## src/rtl/mode_counter_pkg.sv

```systemverilog
`default_nettype none
// ============================================================================
// Module      : mode_counter_pkg
// Description : Shared types and constants for the mode counter: the state
//               encoding, the state enum and the default auto-repeat hold
//               length.
// Ports       : none (package)
// Revision    : 1.0 - initial release
// ============================================================================
package mode_counter_pkg;

  localparam logic [1:0] c_state_idle  = 2'd0;
  localparam logic [1:0] c_state_run   = 2'd1;
  localparam logic [1:0] c_state_pause = 2'd2;
  localparam logic [1:0] c_state_step  = 2'd3;

  // One auto-repeat step per second on a 150 MHz board clock.
  localparam int unsigned c_default_hold_cycles = 150_000_000;

  typedef enum logic [1:0] {
    ST_IDLE  = c_state_idle,
    ST_RUN   = c_state_run,
    ST_PAUSE = c_state_pause,
    ST_STEP  = c_state_step
  } state_t;

endpackage
`default_nettype wire

```

## src/rtl/mode_counter_timer.sv

```systemverilog
`default_nettype none
// ============================================================================
// Module      : mode_counter_timer
// Description : Terminal-count timer. Counts enabled cycles and pulses done_o
//               combinationally in the cycle the TERMINAL-th enabled cycle is
//               seen, then restarts from zero.
// Ports       : clk     - clock, rising edge
//               reset   - synchronous active-high reset
//               clear_i - restart the count from zero (wins over en_i)
//               en_i    - count this cycle
//               done_o  - terminal count reached this cycle
// Revision    : 1.0 - initial release
// ============================================================================
module mode_counter_timer #(
  parameter int unsigned TERMINAL = 1
) (
  input  logic clk,
  input  logic reset,
  input  logic clear_i,
  input  logic en_i,
  output logic done_o
);

  localparam int unsigned c_cnt_w = (TERMINAL > 1) ? $clog2(TERMINAL) : 1;
  localparam logic [c_cnt_w-1:0] c_last = c_cnt_w'(TERMINAL - 1);

  logic [c_cnt_w-1:0] cnt_q;
  logic [c_cnt_w-1:0] cnt_d;

  // done_o is kept independent of clear_i so that the parent may derive the
  // clear from its own next-state logic without forming a loop.
  assign done_o = en_i && (cnt_q == c_last);

  always_comb begin
    cnt_d = cnt_q;
    if (clear_i) begin
      cnt_d = '0;
    end else if (en_i) begin
      if (cnt_q == c_last) begin
        cnt_d = '0;
      end else begin
        cnt_d = cnt_q + c_cnt_w'(1);
      end
    end
  end

  always_ff @(posedge clk) begin
    if (reset) begin
      cnt_q <= '0;
    end else begin
      cnt_q <= cnt_d;
    end
  end

endmodule
`default_nettype wire

```

## src/rtl/mode_counter.sv

```systemverilog
`default_nettype none
// ============================================================================
// Module      : mode_counter
// Description : Up/down counter with free-running (RUN), paused, idle and
//               button auto-repeat (STEP) modes. Limits either wrap or
//               saturate; every step raises tick_o, steps at a limit also
//               raise limit_o.
// Ports       : clk     - clock, rising edge
//               reset   - synchronous active-high reset
//               run_i   - pulse: start free-running count
//               step_i  - debounced button level, held for auto-repeat
//               stop_i  - pulse: pause
//               clear_i - pulse: zero count, back to IDLE
//               up_i    - direction, 1 = +1, 0 = -1
//               count_o - current count (registered)
//               state_o - current state encoding (registered)
//               tick_o  - count_o shows a new step result this cycle
//               limit_o - that step hit a limit (wrap or saturate)
// Revision    : 1.0 - initial release
// ============================================================================
module mode_counter
  import mode_counter_pkg::*;
#(
  parameter int unsigned WIDTH       = 28,
  parameter int unsigned MAX_COUNT   = (1 << WIDTH) - 1,
  parameter int unsigned PRESCALE    = 1,
  parameter int unsigned HOLD_CYCLES = c_default_hold_cycles,
  parameter int unsigned WRAP        = 1
) (
  input  logic             clk,
  input  logic             reset,
  input  logic             run_i,
  input  logic             step_i,
  input  logic             stop_i,
  input  logic             clear_i,
  input  logic             up_i,
  output logic [WIDTH-1:0] count_o,
  output logic [1:0]       state_o,
  output logic             tick_o,
  output logic             limit_o
);

  localparam logic [WIDTH-1:0] c_max  = WIDTH'(MAX_COUNT);
  localparam logic [WIDTH-1:0] c_zero = '0;
  localparam logic [WIDTH-1:0] c_one  = WIDTH'(1);

  state_t           state_q, state_d;
  logic [WIDTH-1:0] count_q, count_d;
  logic             tick_q, tick_d;
  logic             limit_q, limit_d;

  logic pre_en, pre_clr, pre_done;
  logic hold_en, hold_clr, hold_done;
  logic do_step;

  // Both timers restart whenever the state changes, so every entry into RUN
  // or STEP begins with a full prescale / hold interval.
  assign pre_en   = (state_q == ST_RUN);
  assign pre_clr  = clear_i || (state_d != state_q);
  assign hold_en  = (state_q == ST_STEP) && step_i;
  assign hold_clr = clear_i || (state_d != state_q) || !step_i;

  mode_counter_timer #(
    .TERMINAL (PRESCALE)
  ) u_prescaler (
    .clk     (clk),
    .reset   (reset),
    .clear_i (pre_clr),
    .en_i    (pre_en),
    .done_o  (pre_done)
  );

  mode_counter_timer #(
    .TERMINAL (HOLD_CYCLES)
  ) u_hold (
    .clk     (clk),
    .reset   (reset),
    .clear_i (hold_clr),
    .en_i    (hold_en),
    .done_o  (hold_done)
  );

  always_comb begin
    state_d = state_q;
    count_d = count_q;
    tick_d  = 1'b0;
    limit_d = 1'b0;
    do_step = 1'b0;

    unique case (state_q)
      ST_IDLE, ST_PAUSE: begin
        if (run_i) begin
          state_d = ST_RUN;
        end else if (step_i) begin
          state_d = ST_STEP;
        end
      end
      ST_RUN: begin
        if (stop_i) begin
          state_d = ST_PAUSE;
        end else if (pre_done) begin
          do_step = 1'b1;
        end
      end
      ST_STEP: begin
        if (stop_i) begin
          state_d = ST_PAUSE;
        end else if (run_i) begin
          state_d = ST_RUN;
        end else if (hold_done) begin
          do_step = 1'b1;
        end
      end
      default: state_d = ST_IDLE;
    endcase

    // Limits are compared explicitly; the adder never relies on overflow.
    if (do_step) begin
      tick_d = 1'b1;
      if (up_i) begin
        if (count_q == c_max) begin
          limit_d = 1'b1;
          count_d = (WRAP != 0) ? c_zero : c_max;
        end else begin
          count_d = count_q + c_one;
        end
      end else begin
        if (count_q == c_zero) begin
          limit_d = 1'b1;
          count_d = (WRAP != 0) ? c_max : c_zero;
        end else begin
          count_d = count_q - c_one;
        end
      end
    end

    if (clear_i) begin
      state_d = ST_IDLE;
      count_d = c_zero;
      tick_d  = 1'b0;
      limit_d = 1'b0;
    end
  end

  always_ff @(posedge clk) begin
    if (reset) begin
      state_q <= ST_IDLE;
      count_q <= '0;
      tick_q  <= 1'b0;
      limit_q <= 1'b0;
    end else begin
      state_q <= state_d;
      count_q <= count_d;
      tick_q  <= tick_d;
      limit_q <= limit_d;
    end
  end

  assign count_o = count_q;
  assign state_o = state_q;
  assign tick_o  = tick_q;
  assign limit_o = limit_q;

endmodule
`default_nettype wire

```

## config.mk

```make
export PLATFORM = sky130hd
export DESIGN_NAME = mode_counter
export DESIGN_NICKNAME = d
export VERILOG_FILES = /design/src/rtl/mode_counter_pkg.sv /design/src/rtl/mode_counter_timer.sv /design/src/rtl/mode_counter.sv
export SDC_FILE = /design/constraint.sdc
export NUM_CORES = 1
export LEC_CHECK = 0
export CAP_MARGIN = 0
export CORE_UTILIZATION = 49
export CTS_CLUSTER_DIAMETER = 150
export DETAILED_ROUTE_END_ITERATION = 10
export GPL_ROUTABILITY_DRIVEN = 0
export PLACE_DENSITY = 0.69
export SETUP_SLACK_MARGIN = 0.3
export SLEW_MARGIN = 15
export SYNTH_ARGS = -nofsm -noshare
export SYNTH_HDL_FRONTEND = slang
export SYNTH_SLANG_ARGS = --single-unit
```

## constraint.sdc

```tcl
create_clock -name clk -period 2.6 [get_ports clk]
set_input_delay 0.39 -clock clk [delete_from_list [all_inputs] [get_ports clk]]
set_output_delay 0.39 -clock clk [all_outputs]
set_load 0.02 [all_outputs]
```

==> results of run 1 <==
cell families after synthesis:
| family | after synthesis |
|---|---|
| AND/OR/NAND/NOR | 247 |
| AO/OA/AOI/OAI | 129 |
| flip-flops | 60 |
| buffers and inverters | 43 |
| XOR/XNOR | 31 |
| adder cells (fa/ha/maj) | 4 |
cell usage in the layout, fill, tap and decap left out, drive strengths merged, types with 4 or more instances in the layout:
cell / instances
ha: 4
o21ai: 27
a2111oi: 5
inv: 10
buf: 66
or3: 9
or2: 4
and3: 13
nor4b: 4
nor2: 55
nand2: 42
or4: 11
nand4: 17
xnor2: 10
o22ai: 7
a311oi: 7
a221oi: 4
nor4: 26
nor3: 25
clkdlybuf4s50: 38
dfxtp: 60
and4: 4
o211ai: 4
nand3: 24
a31oi: 6
a211oi: 4
a21oi: 32
clkbuf: 11
xor2: 21
path summary, 6_finish.rpt:
check | to | slack [ns] | cells past startpoint | startpoint
setup reg to reg | count_o[24] | 0.31 | 8 | count_o[19]
hold / removal | u_hold.cnt_q[1] | 0.49 | 2 | u_hold.cnt_q[1]
setup / recovery | count_o[24] | 0.31 | 8 | count_o[19]
hold reg to reg | u_hold.cnt_q[1] | 0.49 | 2 | u_hold.cnt_q[1]
flip-flops by register name (all words and copies together) (netlist names):
signal        count
count_o          28
limit_o           1
state_o           2
tick_o            1
u_hold.cnt_q     28
tightest hold or removal path, stage by stage, from the launching register on:
cell	delay [ns]
dfxtp_2	0.34
nand2_1	0.05
a21boi_0	0.06
stage by stage:
step | utilization, % | cell area, um2 | instances | setup slack, ns | power [W]
2_1_floorplan | - | 4070 | 514 | 0.267 | 0.00125
3_3_place_gp | 61.7 | 4840 | 675 | 0.0154 | 0.00141
4_1_cts | 64.9 | 5090 | 693 | 0.305 | 0.00224
6_report | 68.0 | 5340 | 703 | 0.315 | 0.00228
3_5_place_dp | 61.7 | 4840 | 675 | -0.0370 | 0.00141
5_1_grt | 68.0 | 5340 | 703 | 0.239 | 0.00238
final cells by class:
class | count | area, um2 | area share (%)
Clock buffer | 11 | 131 | 2.46
Clock inverter | 5 | 52.6 | 0.984
Inverter | 10 | 37.5 | 0.703
Multi-Input combinational cell | 411 | 2850 | 53.4
Sequential cell | 60 | 1230 | 23.0
Tap cell | 102 | 128 | 2.39
Timing Repair Buffer | 104 | 908 | 17.0
per-layer routing:
metal | GRT usage (%) | vias to the layer above | routed length, um | part of all wire [%]
met3 | 5.09 | 56 | 1140 | 8.9
met5 | 0 | - | 0 | 0
li1 | - | 2112 | - | -
met2 | 48.4 | 266 | 5940 | 47
met4 | 14.2 | 0 | 460 | 3.6
met1 | 36.2 | 2137 | 5180 | 41
report_power, final:
group / internal (W) / total [W] / leakage, nW / switching, W
combinational: 0.000230 / 0.000502 / 1.31 / 0.000273
sequential: 0.000925 / 0.000946 / 0.492 / 0.0000209
clock: 0.000439 / 0.000833 / 0.0931 / 0.000395
total: 0.00159 / 0.00228 / 1.90 / 0.000688
repair_timing:
action	in CTS	in global routing
gates cloned	0	0
endpoints found under the setup margin	26	27
gates resized for setup	14	38
setup buffers	2	10
hold buffers	0	0
pin swaps	3	16
==> out/metrics.csv, run 1 <==
stage;metric;value;unit
clock_network;CTS Buf Count;9;
detailed_routing;Routed wire per std cell;18.1;um
synthesis;adder-cell share of the synthesized area;1.24;%
sta;Fin. Hold Viols;0;
detailed_routing;post-route ant nets;0;
setup_path;crit path cell chain;buf_6 > or4_4 > or4_4 > nor4_2 > buf_4 > or3_1 > a21oi_1 > a211oi_2;
grt;gr usage total;29.2;%
synthesis;mapped cell area;4040;um2
sta;final setup violation count;0;
sta;Max Slew Vio Count;0;
setup_path;CP top delay family;simple AND/OR/NAND/NOR gates;
setup_path;CP bufs+invs;2;
synthesis;Post-synth ARST share;0;%
synthesis;Synth Register Bits;60;
detailed_routing;Routed WL;12.7;mm
power;Leak;1.90;nW
synthesis;area fraction in compound gates after synthesis;22.5;%
die;Die Span Y;92.8;um
flow_run;max_cap viols;0;
setup_path;largest stage delay on the critical path;0.55;ns
detailed_routing;via count;4571;
clock_network;TritonCTS clock tree;built;
synthesis;Yosys cell types;76;
grt;largest net degree at the start of global routing;26;
clock_network;CTS sink cnt;60;
setup_path;startpoint type of the worst setup path;flop;
clock_network;latest clock arrival within the worst-skew pair;0.35;ns
detailed_routing;DRT iter0 DRCs;601;
synthesis;Post-Synth XOR/XNOR Area;6.72;%
sta;Post-Route Setup TNS;0;ns
synthesis;post-synthesis mux area share;0;%
place;HPWL Detailed;8.80;mm
grt;vias in the first global route;4195;
clock_network;CTS clk-pin slew, worst paths;0.07;ns
die;Die X;92.8;um
setup_path;most used cell, CP;or4_4;
synthesis;Simple-Gate Fraction of Synth Area;35.1;%
synthesis;predominant post-synthesis flop cell;dfxtp_1;
detailed_routing;Residual DRC;0;
sta;f_max;438;MHz
power;Pwr Density;427;nW/um2
grt;first-pass GRT wire length;20.0;mm
sta;RSZ-0062 raised after global routing;yes;
detailed_routing;DR vias/cell;6.50;
setup_path;Critical Path Slowest Stage Cell;or4_4;
synthesis;main area contributors after synthesis;dfxtp_1 (30%), nor2_1 (5.1%), xor2_1 (4.6%);
synthesis;post-synth top area share;29.7;%
clock_network;clock buffer depth;2;
setup_path;CP Class;flop to flop;
grt;GRT Residual Overflow;0;
die;Rows;32;
die;full die area;8610;um2
grt;initial antenna violation count;0;
sta;Worst slew margin;61.1;%
die;IO Pins;39;
setup_path;Critical Path End Type;flop;
sta;min Tclk post-route;2.29;ns
synthesis;synth warn;0;
synthesis;Synth Area per Inst;7.86;um2
detailed_routing;1st-pass router iterations;5;
synthesis;most frequent cell after synthesis;dfxtp_1;
outcome;outcome;complete, no violations;
power;VDD IR max;0.409;mV
synthesis;sequential area share after synthesis;29.7;%
finish;number of fillers in the final layout;652;
clock_network;CTS Root Cell;clkbuf_8;
synthesis;largest family of logic cells by synthesized area;simple AND/OR/NAND/NOR gates;
die;Initial Util;51.5;%
synthesis;Mapped Cells;514;
finish;Nets;607;
setup_path;Worst Path Arrival;2.56;ns
synthesis;Syn Nets;525;
finish;fraction of layout cells with a size suffix above 1;24.6;%
sta;Final Cycle Share;87.9;%
finish;number of antenna repair diodes;0;
place;IO Port Bufs;38;
die;core area;7850;um2
synthesis;EDFF count, synth;0;
setup_path;Max Fanout on Critical Path;9;
min_path;Worst Hold Class;flop to flop;
setup_path;Worst Path Required;2.87;ns
sta;Worst Max-Slew Pin Slew;0.582;ns
finish;area delta synth->final;32.2;%
sta;hold slack final;0.492;ns
clock_network;H-tree Lvls;3;
sta;clock skew;0.0171;ns
synthesis;Synth area leader;dfxtp_1;
synthesis;most common library cells after synthesis;dfxtp_1 (60), nor2_1 (55), nand2_1 (41);
No activity file was read; power rests on OpenSTA's default activity.
==> run 2: changes to the inputs <==
Settings changed: CORE_UTILIZATION 49 to 50, GPL_ROUTABILITY_DRIVEN 0 to default, PLACE_DENSITY 0.69 to 0.7.
==> out/metrics.csv, run 2 (synthesized netlist as in run 1, its figures left out) <==
stage;metric;value;unit;change
detailed_routing;DRT iter0 DRCs;375;;-38%
finish;multi-input combinational cell area;2820;um2;-1.1%
die;Die Span Y;91.9;um;-0.99%
power;register share of total power;41.0;%;-0.5 points
place;Final Wtd Congestion;0.922;;
setup_path;Worst Path Arrival;2.49;ns;-0.07 ns
power;Pwr Density;437;nW/um2;+2.4%
detailed_routing;Routed wire per std cell;18.4;um;+1.8%
setup_path;startpoint type of the worst setup path;flop;;
clock_network;CTS Buf Count;9;;unchanged
sta;Fin. Hold Viols;0;;unchanged
setup_path;critical path startpoint;count_o[0];;
grt;GRT Residual Overflow;0;;unchanged
outcome;outcome;complete, no violations;;
clock_network;TritonCTS clock tree;built;;
setup_path;reg2reg start;count_o[0];;
detailed_routing;DR vias/cell;6.42;;-1.2%
clock_network;clock buffer depth;2;;unchanged
sta;Final Cycle Share;87.6;%;-0.28 points
setup_path;R2R setup slack;0.32;ns;about the same
finish;number of fillers in the final layout;637;;-2.3%
detailed_routing;post-route ant nets;0;;unchanged
setup_path;Critical Path Slowest Stage Cell;a2111oi_0;;
setup_path;r2r endpoint;count_o[8];;
power;VDD IR max;0.379;mV;-7.4%
power;internal power;0.00159;W;-0.30%
clock_network;latest clock arrival within the worst-skew pair;0.35;ns;about the same
clock_network;Hold-fix buffers, CTS;0;;unchanged
sta;clock skew;0.0154;ns;-0.00172 ns
clock_network;CTS Root Cell;clkbuf_8;;
detailed_routing;1st-pass router iterations;5;;unchanged
die;IO Pins;39;;unchanged
sta;Max Slew Vio Count;0;;unchanged
sta;f_max;439;MHz;+0.32%
sta;final setup margin;0.322;ns;+0.00739 ns
finish;commonest cells after routing, fill and taps aside;buf_4 (61), nor2_1 (54), dfxtp_1 (42), nand2_1 (40), clkdlybuf4s50_1 (38);;
detailed_routing;via count;4496;;-1.6%
die;Rows;32;;unchanged
power;switching power;0.000721;W;+4.8%
finish;Nets;604;;-0.49%
sta;min Tclk post-route;2.28;ns;-0.00739 ns
setup_path;CP Class;flop to flop;;
detailed_routing;Residual DRC;0;;unchanged
power;Clk pwr share;37.5;%;+1.0 points
place;cell area after placement;4830;um2;-0.36%
grt;first-pass GRT wire length;20.1;mm;+0.59%
sta;Worst slew margin;57.8;%;-3.3 points
grt;gr usage total;30.1;%;+0.98 points
power;sw frac;31.2;%;+1.1 points
setup_path;Critical Path End Type;flop;;
die;full die area;8440;um2;-2.0%
grt;vias in the first global route;4095;;-2.4%
power;part of the power in combinational logic;21.5;%;-0.5 points
clock_network;H-tree Lvls;3;;unchanged
finish;area delta synth->final;30.8;%;
finish;fraction of layout cells with a size suffix above 1;24.2;%;-0.38 points
min_path;Worst Hold Class;flop to flop;;
setup_path;Max Fanout on Critical Path;8;;-1
finish;number of antenna repair diodes;0;;unchanged
setup_path;crit path cell chain;ha_4 > nand4_1 > buf_6 > nor4_2 > buf_4 > nand3_1 > a2111oi_0 > nor2_1;;
finish;Finished Cell Area;5280;um2;-1.1%
setup_path;R2R depth;8;;unchanged
setup_path;Worst Path Required;2.81;ns;-0.06 ns
clock_network;CTS clk-pin slew, worst paths;0.08;ns;about the same
setup_path;largest stage delay on the critical path;0.41;ns;-0.14 ns
die;core area;7770;um2;-1.0%
flow_run;max_cap viols;0;;unchanged
detailed_routing;Routed WL;12.9;mm;+1.4%
place;HPWL Detailed;9.01;mm;+2.4%
place;worst slack, placed;-0.0713;ns;-0.0344 ns
finish;commonest non-fill, non-tap cell in the layout;buf_4;;
setup_path;CP Capture Point;count_o[8];;
clock_network;CTS sink cnt;60;;unchanged
place;IO Port Bufs;38;;unchanged
sta;Worst Max-Slew Pin Slew;0.632;ns;+0.0505 ns
die;Die X;91.9;um;-0.99%
power;Leak;1.89;nW;-0.47%
finish;Reg area;1230;um2;+0.20%
sta;RSZ-0062 raised after global routing;yes;;
grt;initial antenna violation count;0;;unchanged
grt;largest net degree at the start of global routing;35;;+35%
die;Initial Util;52.0;%;+0.53 points
sta;final setup violation count;0;;unchanged
run 2: power by group through the flow:
stage	clock network [W]	registers (W)	logic (W)
4_1_cts	0.000868	0.000947	0.000458
2_1_floorplan	0	0.000971	0.000278
3_3_place_gp	0	0.000968	0.000445
3_5_place_dp	0	0.000968	0.000447
5_1_grt	0.000922	0.000949	0.000529
6_report	0.000866	0.000948	0.000496
run 2: worst min path at each step:
stage	startpoint	end	slack, ns	cells after the start
6_report	u_hold.cnt_q[0]	u_hold.cnt_q[0]	0.50	2
4_1_cts	u_hold.cnt_q[17]	u_hold.cnt_q[17]	0.50	2
5_1_grt	u_hold.cnt_q[0]	u_hold.cnt_q[0]	0.54	2
3_3_place_gp	u_hold.cnt_q[1]	u_hold.cnt_q[1]	0.47	2
3_5_place_dp	u_hold.cnt_q[17]	u_hold.cnt_q[17]	0.49	2
2_1_floorplan	u_hold.cnt_q[1]	u_hold.cnt_q[1]	0.46	2
run 2: repair_timing:
action / CTS / global route
pin swaps: 3 / 16
cloned: 0 / 0
setup buffers: 4 / 4
resized for setup: 12 / 36
endpoints found under the setup margin: 27 / 26
run 2: area by class of cell:
cell class	count	area share, %
inverters	10	0.711
well taps	102	2.42
clock inverters	5	0.758
multi-input cells	411	53.4
repair buffers	101	16.3
clock buffers	11	3.08
flip-flops and latches	60	23.3
run 2: stage by stage:
stage	utilization, %	setup TNS (ns)	hold slack (ns)	total power (W)	cells
global route	68.0	0	0.544	0.00240	700
detailed placement	62.1	-0.126	0.489	0.00142	676
CTS	65.8	0	0.504	0.00227	696
global placement	62.1	-0.0188	0.469	0.00141	676
finish	68.0	0	0.505	0.00231	700
floorplan	-	0	0.458	0.00125	514
run 2: routing by layer:
metal	part of all wire [%]	up-vias	global-route usage [%]
met5	0	-	0
met4	3.9	0	15.0
met3	7.3	43	5.39
met2	49	217	50.4
met1	40	2118	37.1
li1	-	2118	-
run 2: critical path: cells and delay by family, from the launching register on:
kind	cells	cell delay [ns]
AND/OR/NAND/NOR	4	0.75
buffers and inverters	2	0.42
AO/OA/AOI/OAI	1	0.41
flip-flops	1	0.40
adder cells (fa/ha/maj)	1	0.16
==> run 3: changes to the inputs <==
Settings changed: PLACE_DENSITY 0.7 to 0.73.
Clock period 2.6 ns to 1.9 ns, I/O delays scaled along.
==> out/metrics.csv, run 3 <==
stage;metric;value;unit;change
outcome;outcome;did not finish;;
outcome;failing step;global routing (5_1_grt);;
outcome;tool error;[ERROR GRT-0232] Routing congestion too high. Check the congestion heatmap in the GUI.;;
grt;gr usage total;69.3;%;
grt;largest net degree at the start of global routing;36;;
synthesis;most common library cells after synthesis;dfxtp_1 (60), nor2_1 (55), nand2_1 (41);;
synthesis;Mapped Cells;514;;unchanged
clock_network;CTS sink cnt;60;;unchanged
grt;GRT Residual Overflow;18;;
die;Die X;91.9;um;unchanged
die;Die Span Y;91.9;um;unchanged
synthesis;Post-synth ARST share;0;%;unchanged
die;Rows;32;;unchanged
place;dpl cells;794;;+17%
synthesis;main area contributors after synthesis;dfxtp_1 (30%), nor2_1 (5.1%), xor2_1 (4.6%);;
synthesis;synth warn;0;;unchanged
place;worst slack, placed;-0.672;ns;-0.601 ns
synthesis;Syn Nets;525;;unchanged
synthesis;post-synth top area share;29.7;%;unchanged
clock_network;H-tree Lvls;3;;unchanged
synthesis;Synth Area per Inst;7.86;um2;unchanged
synthesis;EDFF count, synth;0;;unchanged
clock_network;CTS Buf Count;9;;unchanged
sta;GRT worst endpoint;count_o[8]$_SDFFE_PP0P_/D;;
clock_network;Hold-fix buffers, CTS;0;;unchanged
place;HPWL Detailed;10.8;mm;+20%
synthesis;Synth area leader;dfxtp_1;;
synthesis;Synth Register Bits;60;;unchanged
synthesis;Yosys cell types;76;;unchanged
clock_network;clock buffer depth;2;;unchanged
sta;Worst EP kind;register data pin;;
synthesis;most frequent cell after synthesis;dfxtp_1;;
clock_network;CTS Root Cell;clkbuf_8;;
synthesis;sequential area share after synthesis;29.7;%;unchanged
synthesis;mapped cell area;4040;um2;unchanged
place;Final Wtd Congestion;0.963;;+4.4%
die;IO Pins;39;;unchanged
place;IO Port Bufs;38;;unchanged
synthesis;predominant post-synthesis flop cell;dfxtp_1;;
die;Initial Util;52.0;%;unchanged
run 3: cell counts after synthesis:
Identical to the previous run, type by type.
run 3: cell families after synthesis:
| group | count (synthesis) | synth area share, % |
|---|---|---|
| buffers and inverters | 43 | 4.71 |
| AOI/OAI and AO/OA | 129 | 22.5 |
| xor gates and xnor gates | 31 | 6.72 |
| DFF | 60 | 29.7 |
| adders and majority gates | 4 | 1.24 |
| and+or+nand+nor | 247 | 35.1 |
run 3: stage by stage:
| step | utilization [%] | hold slack (ns) | instance area (um2) | setup TNS (ns) |
|---|---|---|---|---|
| 2_1_floorplan | - | 0.429 | 4330 | -6.11 |
| 3_3_place_gp | 77.0 | 0.501 | 5980 | -21.93 |
| 3_5_place_dp | 77.0 | 0.537 | 5980 | -25.02 |
| 4_1_cts | 87.7 | 0.495 | 6810 | -7.24 |
run 3: timing repair:
item | 4_1_cts
setup buffers | 21
resized for setup | 142
pin swaps | 65
setup endpoints to repair | 88
gates cloned | 3
run 3: per-layer routing:
metal | GRT overflow | GRT usage [%]
met5 | 0 | 5.13
met4 | 11 | 66.1
met3 | 1 | 44.6
met2 | 5 | 90.5
met1 | 1 | 73.6
==> run 4: changes to the inputs <==
Settings changed: CORE_UTILIZATION 50 to 35, CTS_CLUSTER_DIAMETER 150 to default, PLACE_DENSITY 0.73 to default, PLACE_DENSITY_LB_ADDON from default to 0.15, SETUP_SLACK_MARGIN 0.3 to default.
Clock period 1.9 ns to 2.47 ns, I/O delays scaled along.
==> out/metrics.csv, run 4 (synthesized netlist as in run 1, its figures left out) <==
stage;metric;value;unit;change
outcome;outcome;complete, no violations;;
grt;initial antenna violation count;0;;
sta;Max Slew Vio Count;0;;
finish;commonest cells after routing, fill and taps aside;buf_4 (81), dfxtp_1 (58), nor2_1 (54), nand2_1 (41), clkdlybuf4s50_1 (38);;
grt;first-pass GRT wire length;21.1;mm;
sta;min Tclk post-route;2.34;ns;
detailed_routing;Routed WL;13.1;mm;
min_path;Worst Hold Class;flop to flop;;
place;HPWL Detailed;9.79;mm;-9.2%
power;Leak;2.00;nW;
grt;largest net degree at the start of global routing;21;;
clock_network;TritonCTS clock tree;built;;
grt;gr usage total;23.1;%;
sta;Fin. Hold Viols;0;;
die;full die area;12000;um2;
detailed_routing;via count;4434;;
flow_run;max_cap viols;0;;
place;worst slack, placed;-0.158;ns;+0.514 ns
clock_network;CTS clk-pin slew, worst paths;0.06;ns;
die;Rows;38;;+19%
power;total power;0.00276;W;
setup_path;CP Class;flop to flop;;
sta;clock skew;0.00823;ns;
clock_network;CTS sink cnt;60;;unchanged
finish;number of fillers in the final layout;1093;;
detailed_routing;Residual DRC;0;;
clock_network;Hold-fix buffers, CTS;0;;unchanged
finish;number of antenna repair diodes;0;;
setup_path;Worst Path Arrival;2.56;ns;
detailed_routing;DRT iter0 DRCs;341;;
setup_path;Worst Path Required;2.69;ns;
place;IO Port Bufs;38;;unchanged
clock_network;H-tree Lvls;3;;unchanged
setup_path;Critical Path End Type;flop;;
finish;Layout Utilization;49.1;%;
sta;Worst Max-Slew Pin Slew;0.630;ns;
finish;multi-input combinational cell area;2680;um2;
sta;f_max;428;MHz;
detailed_routing;Routed wire per std cell;17.3;um;
die;Initial Util;36.6;%;-15 points
finish;fraction of layout cells with a size suffix above 1;21.4;%;
die;Die Span Y;109;um;+19%
die;Die X;109;um;+19%
finish;Reg area;1200;um2;
clock_network;CTS Root Cell;clkbuf_16;;
die;IO Pins;39;;unchanged
detailed_routing;1st-pass router iterations;5;;
clock_network;CTS Buf Count;9;;unchanged
finish;non-filler cells, final;758;;
setup_path;Max Fanout on Critical Path;8;;
finish;Nets;624;;
die;core area;11000;um2;
grt;GRT Residual Overflow;0;;
power;VDD IR max;0.395;mV;
sta;Final Cycle Share;94.5;%;
sta;final setup violation count;0;;
place;dpl cells;739;;-6.9%
finish;area delta synth->final;34.2;%;
detailed_routing;post-route ant nets;0;;
detailed_routing;DR vias/cell;5.85;;
sta;RSZ-0062 raised after global routing;no;;
clock_network;clock buffer depth;2;;unchanged
clock_network;latest clock arrival within the worst-skew pair;0.33;ns;
finish;commonest non-fill, non-tap cell in the layout;buf_4;;
sta;Worst slew margin;56.9;%;
sta;hold slack final;0.509;ns;
setup_path;startpoint type of the worst setup path;flop;;
sta;final setup margin;0.135;ns;
power;Pwr Density;509;nW/um2;
place;Final Wtd Congestion;0.893;;-7.3%
grt;vias in the first global route;4228;;
[run 4: repair_timing]
item,CTS,global route
buffers inserted,3,0
resized for setup,1,5
pin swaps,1,0
endpoints found under the setup margin,10,17
endpoints found under the hold margin,0,0
[run 4: layout make-up]
type | count | area share, %
Sequential cell | 60 | 22.2
Clock buffer | 10 | 4.22
Timing Repair Buffer | 121 | 19.0
Multi-Input combinational cell | 411 | 49.5
Inverter | 10 | 0.692
Clock inverter | 6 | 1.18
Tap cell | 140 | 3.23
[run 4: routing by layer]
metal / routed length [um] / global-route usage (%)
met5: 0 / 0
met1: 5490 / 26.8
met2: 6480 / 39.9
met4: 331 / 10.7
met3: 829 / 5.69
[run 4: path summary, 6_finish.rpt]
check,start,endpoint,slack (ns),depth (start not counted)
worst max-delay path,count_o[4],count_o[17],0.13,7
worst min-delay path,u_hold.cnt_q[1],u_hold.cnt_q[1],0.51,2
worst max register to register,count_o[4],count_o[17],0.13,7
worst min register to register,u_hold.cnt_q[1],u_hold.cnt_q[1],0.51,2
[run 4: critical path, stage by stage, from the launching register on]
cell and delay, ns:
dfxtp_1 0.49, nand4_1 0.21, or4_4 0.64, o31ai_4 0.28, buf_4 0.18, a41oi_1 0.04
o21ai_0 0.15, o2bb2a_1 0.22
[run 4: stage by stage]
step,TNS (ns),area [um2]
2_1_floorplan,0,4040
3_3_place_gp,-2.05,5070
3_5_place_dp,-2.34,5070
4_1_cts,0,5390
5_1_grt,0,5420
6_report,0,5420
[run 4: power breakdown]
part	internal, W	total (W)	switching, W	leakage [nW]
registers	0.000979	0.000994	0.0000157	0.485
logic	0.000231	0.000514	0.000283	1.38
clock network	0.000780	0.00125	0.000472	0.139
total	0.00199	0.00276	0.000772	2.00
